File: src/rtl/mmio_pkg.sv
// rtl/mmio_pkg.sv - register offsets, debounce counter width and W1C helper for mmio_periph_bank
package mmio_pkg;
   localparam logic [31:0] OFS_KEY_LEVEL  = 32'h00;
   localparam logic [31:0] OFS_KEY_EVENT  = 32'h04;
   localparam logic [31:0] OFS_KEY_IRQ_EN = 32'h08;
   localparam logic [31:0] OFS_CTL0       = 32'h10;

   localparam int DEB_CNT_W = 16;

   // A set arriving in the same cycle as a clear wins, so no key event is ever lost.
   function automatic logic [31:0] w1c_update(input logic [31:0] cur,
                                              input logic [31:0] set,
                                              input logic [31:0] clr,
                                              input logic        clr_en);
      logic [31:0] kept;
      kept = clr_en ? (cur & ~clr) : cur;
      return kept | set;
   endfunction
endpackage

File: src/rtl/key_debounce.sv
// rtl/key_debounce.sv - one key: 2-flop synchronizer, stability counter and level register
// MMIO_DEBOUNCE_EN enables the counter; otherwise the level follows the synchronizer.
module key_debounce
   import mmio_pkg::*;
#(
   parameter int DEB_CYCLES = 50000
) (
   input  logic clk,
   input  logic rst,
   input  logic i_key_n,
   output logic o_level,
   output logic o_rise
);
   logic r_sync1;
   logic r_sync2;
   logic r_level;
   logic w_next_level;

   // Inverted at the input so the synchronizer resets to "released".
   always_ff @(posedge clk) begin
      if (rst) begin
         r_sync1 <= 1'b0;
         r_sync2 <= 1'b0;
      end else begin
         r_sync1 <= ~i_key_n;
         r_sync2 <= r_sync1;
      end
   end

`ifdef MMIO_DEBOUNCE_EN
   localparam logic [DEB_CNT_W-1:0] CNT_LAST = DEB_CNT_W'(DEB_CYCLES - 1);

   logic [DEB_CNT_W-1:0] r_cnt;
   logic                 w_differ;
   logic                 w_expire;

   assign w_differ     = r_sync2 != r_level;
   assign w_expire     = w_differ && (r_cnt == CNT_LAST);
   assign w_next_level = w_expire ? r_sync2 : r_level;

   always_ff @(posedge clk) begin
      if (rst || !w_differ || w_expire) begin
         r_cnt <= '0;
      end else begin
         r_cnt <= r_cnt + DEB_CNT_W'(1);
      end
   end
`else
   // Without the counter DEB_CYCLES has no effect on the path.
   if (DEB_CYCLES > 0) begin : g_direct
      assign w_next_level = r_sync2;
   end else begin : g_direct_any
      assign w_next_level = r_sync2;
   end
`endif

   always_ff @(posedge clk) begin
      if (rst) begin
         r_level <= 1'b0;
      end else begin
         r_level <= w_next_level;
      end
   end

   assign o_level = r_level;
   assign o_rise  = w_next_level & ~r_level;
endmodule

File: src/rtl/mmio_periph_bank.sv
// rtl/mmio_periph_bank.sv - MMIO bank: keys with W1C events and level irq, plus RW control registers
// Define MMIO_DEBOUNCE_EN to debounce keys over DEB_CYCLES clocks.
module mmio_periph_bank
   import mmio_pkg::*;
#(
   parameter logic [31:0] BASE_ADDR  = 32'hFFFFFFE0,
   parameter int          NUM_IN     = 4,
   parameter int          NUM_CTL    = 4,
   parameter int          DEB_CYCLES = 50000
) (
   input  logic                   clk,
   input  logic                   rst,
   input  logic [31:0]            addr,
   input  logic                   wr_en,
   input  logic                   rd_en,
   input  logic [31:0]            wdata,
   output logic [31:0]            rdata,
   output logic                   rdata_valid,
   output logic                   data_oen_n,
   input  logic [NUM_IN-1:0]      key_n,
   output logic [32*NUM_CTL-1:0]  ctl_out,
   output logic                   irq
);
   localparam logic [29:0] W_LEVEL  = OFS_KEY_LEVEL[31:2];
   localparam logic [29:0] W_EVENT  = OFS_KEY_EVENT[31:2];
   localparam logic [29:0] W_IRQ_EN = OFS_KEY_IRQ_EN[31:2];
   localparam logic [29:0] W_CTL0   = OFS_CTL0[31:2];
   localparam logic [29:0] W_END    = W_CTL0 + 30'(NUM_CTL);

   logic [29:0]       w_wofs;
   logic              w_hit;
   logic              w_wr;
   logic              w_rd;
   logic              w_wr_event;
   logic              w_unused_addr_lsb;
   logic [NUM_IN-1:0] w_level;
   logic [NUM_IN-1:0] w_rise;
   logic [NUM_IN-1:0] r_event;
   logic [NUM_IN-1:0] r_irq_en;
   logic [31:0]       r_ctl [NUM_CTL];
   logic [31:0]       w_rd_mux;
   logic [31:0]       r_rdata;
   logic              r_rvalid;
   logic              r_irq;

   // Word offset from the base; wrap-around makes addresses below the base miss too.
   assign w_wofs            = addr[31:2] - BASE_ADDR[31:2];
   assign w_hit             = w_wofs < W_END;
   assign w_wr              = wr_en & w_hit;
   assign w_rd              = rd_en & w_hit;
   assign w_wr_event        = w_wr && (w_wofs == W_EVENT);
   assign w_unused_addr_lsb = ^addr[1:0];

   for (genvar k = 0; k < NUM_IN; k++) begin : g_key
      key_debounce #(.DEB_CYCLES(DEB_CYCLES)) u_key (
         .clk     (clk),
         .rst     (rst),
         .i_key_n (key_n[k]),
         .o_level (w_level[k]),
         .o_rise  (w_rise[k])
      );
   end

   for (genvar i = 0; i < NUM_CTL; i++) begin : g_ctl_out
      assign ctl_out[32*i +: 32] = r_ctl[i];
   end

   always_comb begin
      w_rd_mux = '0;
      if (w_wofs == W_LEVEL) begin
         w_rd_mux = 32'(w_level);
      end else if (w_wofs == W_EVENT) begin
         w_rd_mux = 32'(r_event);
      end else if (w_wofs == W_IRQ_EN) begin
         w_rd_mux = 32'(r_irq_en);
      end
      for (int i = 0; i < NUM_CTL; i++) begin
         if (w_wofs == W_CTL0 + 30'(i)) begin
            w_rd_mux = r_ctl[i];
         end
      end
   end

   // Reads sample the pre-write state, so a same-cycle write is not visible to its read.
   always_ff @(posedge clk) begin
      if (rst) begin
         for (int i = 0; i < NUM_CTL; i++) begin
            r_ctl[i] <= '0;
         end
         r_event  <= '0;
         r_irq_en <= '0;
         r_irq    <= 1'b0;
         r_rdata  <= '0;
         r_rvalid <= 1'b0;
      end else begin
         r_event <= NUM_IN'(w1c_update(32'(r_event), 32'(w_rise), wdata, w_wr_event));
         if (w_wr && (w_wofs == W_IRQ_EN)) begin
            r_irq_en <= wdata[NUM_IN-1:0];
         end
         for (int i = 0; i < NUM_CTL; i++) begin
            if (w_wr && (w_wofs == W_CTL0 + 30'(i))) begin
               r_ctl[i] <= wdata;
            end
         end
         r_irq    <= |(r_event & r_irq_en);
         r_rvalid <= w_rd;
         r_rdata  <= w_rd ? w_rd_mux : '0;
      end
   end

   assign rdata       = r_rdata;
   assign rdata_valid = r_rvalid;
   assign data_oen_n  = ~w_hit;
   assign irq         = r_irq;
endmodule
File: config.mk
export PLATFORM = sky130hd
export DESIGN_NAME = mmio_periph_bank
export DESIGN_NICKNAME = d
export VERILOG_FILES = /design/src/rtl/mmio_pkg.sv /design/src/rtl/key_debounce.sv /design/src/rtl/mmio_periph_bank.sv
export SDC_FILE = /design/constraint.sdc
export NUM_CORES = 1
export LEC_CHECK = 0
export ABC_AREA = 1
export CAP_MARGIN = 5
export CORE_ASPECT_RATIO = 1.4
export CORE_MARGIN = 2
export CORE_UTILIZATION = 35
export DETAILED_ROUTE_END_ITERATION = 7
export PLACE_DENSITY = 0.65
export SKIP_CTS_REPAIR_TIMING = 1
export SYNTH_ARGS = -nofsm -noshare
export SYNTH_HDL_FRONTEND = slang
export SYNTH_SLANG_ARGS = --single-unit
File: constraint.sdc
create_clock -name clk -period 12.7 [get_ports clk]
set_input_delay 2.54 -clock clk [delete_from_list [all_inputs] [get_ports clk]]
set_output_delay 2.54 -clock clk [all_outputs]
set_load 0.02 [all_outputs]
==> results.tsv <==
metric	value	unit
cell taking the most area after synthesis	edfxtp_1	
CTS buffer count	17	
Final nets	1196	
Final Hold Viols	0	
layout cells sized above 1	0.0581	
EDFF count, synth	128	
GRT Total Usage	0.210	
clock buffer depth	2	
FILL cells	2087	
Leak	0.00461	uW
GR Overflow Total	0	
routed len/inst	17.9	um
period utilisation layout	0.624	
PD cells	119	nW/um2
max cap viols	0	
Final HPWL DP	16800	um
Worst Hold Class	reg2reg	
fin cells	1438	
Clock Skews	8.97	ps
Final Cell Area	11400	um2
Ports	235	
leading cell types by count after synthesis	195 x nor2_1, 187 x nand2_1, 128 x edfxtp_1, 105 x inv_1, 56 x nand3_1	
Slew @ Worst Pin	1070	ps
top cell type's share of synthesized area	0.474	
Worst slew margin	0.283	
Detailed Route Iter0 Violations	467	
switching part of the total	0.257	
DIE HEIGHT	184	um
Worst-Skew Late Latency	430	ps
Final min period	7930	ps
Final setup viols	0	
CP endpoint	data_oen_n	
WP data required	10160	ps
CP Class	in2out	
placed insts	1405	
R2R depth	10	
post-route ant nets	0	
GPL Wtd Cong	0.855	
Core Area	22700	um2
synth unique cells	30	
CTS tree	built	
clock slew at reported path FFs	70	ps
register area	4920	um2
vias post-DR	6929	
Post-Syn Area	8120	um2
Warnings, synthesis	0	
Internal	1000	uW
RR Startpoint	r_irq_en[3]$_SDFFE_PP0P_	
number of global-route vias before repair	6927	
Combinational Power Share	0.102	
unrepaired setup endpoints after global routing	false	
Slew Limit Fails	0	
fmax	126	MHz
Multi-input gate area	2660	um2
initial core utilization	0.358	
NetSw	346	uW
htree depth	4	
vias per inst	4.82	
r2r endpoint	rdata[3]$_SDFF_PP0_	
PortBufs	232	
status	finished clean	
crit path max fanout	15	
final WL	25700	um
worst vdd ir	0.0000942	V
fraction of registers with async set or reset after synthesis	0	
Final Util	0.500	
sequential share of the synthesized area	0.607	
clock root buffer	clkbuf_16	
Startpoint Class	input port	
Worst EP arrival	5390	ps
# rows	65	
top post-synthesis cells by area	edfxtp_1 47%, dfxtp_1 13%, nor2_1 9.0%	
Synth Register Bits	182	
width of the die	133	um
setup TNS	0	ps
CP Capture Type	output port	
Syn Nets	974	
R2R setup slack	11620	ps
top_reg_cell synth	edfxtp_1	
Layout area overhead	39.9	%
Gate Count Post-Synth	901	
Clock power frac	0.401	
largest net degree at the start of global routing	39	
initial antenna violation count	1	
Clock Sink Count	182	
first-pass GRT wire length	38800	um
drt drc	0	
sequential power share	0.498	
Placement Cell Area	10700	um2
most common cell in the netlist	nor2_1	
Mapped Avg Cell Area	9.01	um2
Die ar.	24400	um2
Detailed Routing Iterations Pass 1	5	
CP startpoint	addr[5]	
==> state kept, by name, indices dropped and copies added, names as in the netlist <==
register and flops:
rdata_valid 1, g_key.u_key.o_level 4, irq 1, g_key.u_key.r_sync2 4
g_key.u_key.r_sync1 4, r_irq_en 4, r_ctl 128, r_event 4
rdata 32
==> power groups by stage <==
| stage | registers (uW) | clock network, uW | logic, uW |
|---|---|---|---|
| global placement | 682 | 0 | 138 |
| global route | 673 | 573 | 145 |
| floorplan | 710 | 0 | 27.1 |
| detailed placement | 683 | 0 | 138 |
| CTS | 670 | 548 | 138 |
| finish | 670 | 540 | 137 |
==> worst min-delay path by stage <==
stage	startpoint	to	slack (ps)	cells past startpoint
2_1_floorplan	g_key[0].u_key.r_sync1$_SDFF_PP0_	g_key[0].u_key.r_sync2$_SDFF_PP0_	390	2
3_3_place_gp	g_key[3].u_key.r_sync1$_SDFF_PP0_	g_key[3].u_key.r_sync2$_SDFF_PP0_	390	2
3_5_place_dp	g_key[2].u_key.r_sync1$_SDFF_PP0_	g_key[2].u_key.r_sync2$_SDFF_PP0_	400	2
4_1_cts	g_key[3].u_key.r_sync1$_SDFF_PP0_	g_key[3].u_key.r_sync2$_SDFF_PP0_	410	2
5_1_grt	g_key[3].u_key.r_sync1$_SDFF_PP0_	g_key[3].u_key.r_sync2$_SDFF_PP0_	420	2
6_report	g_key[3].u_key.r_sync1$_SDFF_PP0_	g_key[3].u_key.r_sync2$_SDFF_PP0_	410	2
==> cells in the final DEF (no fill, tap or decap), types with 4 or more instances in the layout <==
cell / n
edfxtp_1: 128
inv_1: 105
buf_4: 6
nand3_1: 54
a21oi_1: 46
o21ai_0: 10
clkinv_8: 4
nor2_2: 4
inv_8: 4
nand3_2: 4
nand2_2: 4
o211ai_1: 32
nor2_1: 194
nand3b_1: 6
nand2_1: 186
clkdlybuf4s50_1: 232
dfxtp_1: 54
nor2_4: 8
clkbuf_16: 17
nand4_1: 9
==> layout make-up <==
cell class	instances	area share
sequential	182	0.434
inverter	110	0.0364
clock inverter	15	0.0163
timing repair buffer	238	0.209
tap	301	0.0332
multi-input combinational	574	0.234
clock buffer	17	0.0375
antenna	1	0.000220
==> per-layer routing <==
| metal | up-vias | GRT usage | part of all wire |
|---|---|---|---|
| li1 | 3388 | - | - |
| met1 | 3312 | 0.227 | 0.39 |
| met2 | 196 | 0.401 | 0.54 |
| met3 | 33 | 0.0481 | 0.055 |
| met4 | 0 | 0.0723 | 0.023 |
| met5 | - | 0 | 0 |
==> cells by family after synthesis <==
family / after synthesis / synth area share
flip-flops: 182 / 0.607
AND/OR/NAND/NOR: 474 / 0.246
AO/OA/AOI/OAI: 99 / 0.0734
adder cells (fa/ha/maj): 1 / 0.00154
buffers and inverters: 145 / 0.0725
==> stage by stage <==
| stage | power (uW) | hold slack (ps) | setup WS (ps) |
|---|---|---|---|
| after global routing | 1390 | 421 | 4490 |
| after detailed placement | 821 | 396 | 4760 |
| after floorplan | 737 | 388 | 5710 |
| final | 1350 | 406 | 4770 |
| after CTS | 1360 | 411 | 4760 |
| after global placement | 820 | 392 | 4800 |
==> critical path, cell delays in order <==
cell and delay, ps:
clkdlybuf4s50_1 560, ha_1 210, inv_1 110, nor2_4 190, nand2_1 140, nor2_1 170, nand2_1 70, nand2_1 60
nand2_1 60, nor2_1 80, nand3_1 120, nor2_4 330, nand2_1 170, clkdlybuf4s50_1 580
(Power assumes the default switching activity.)
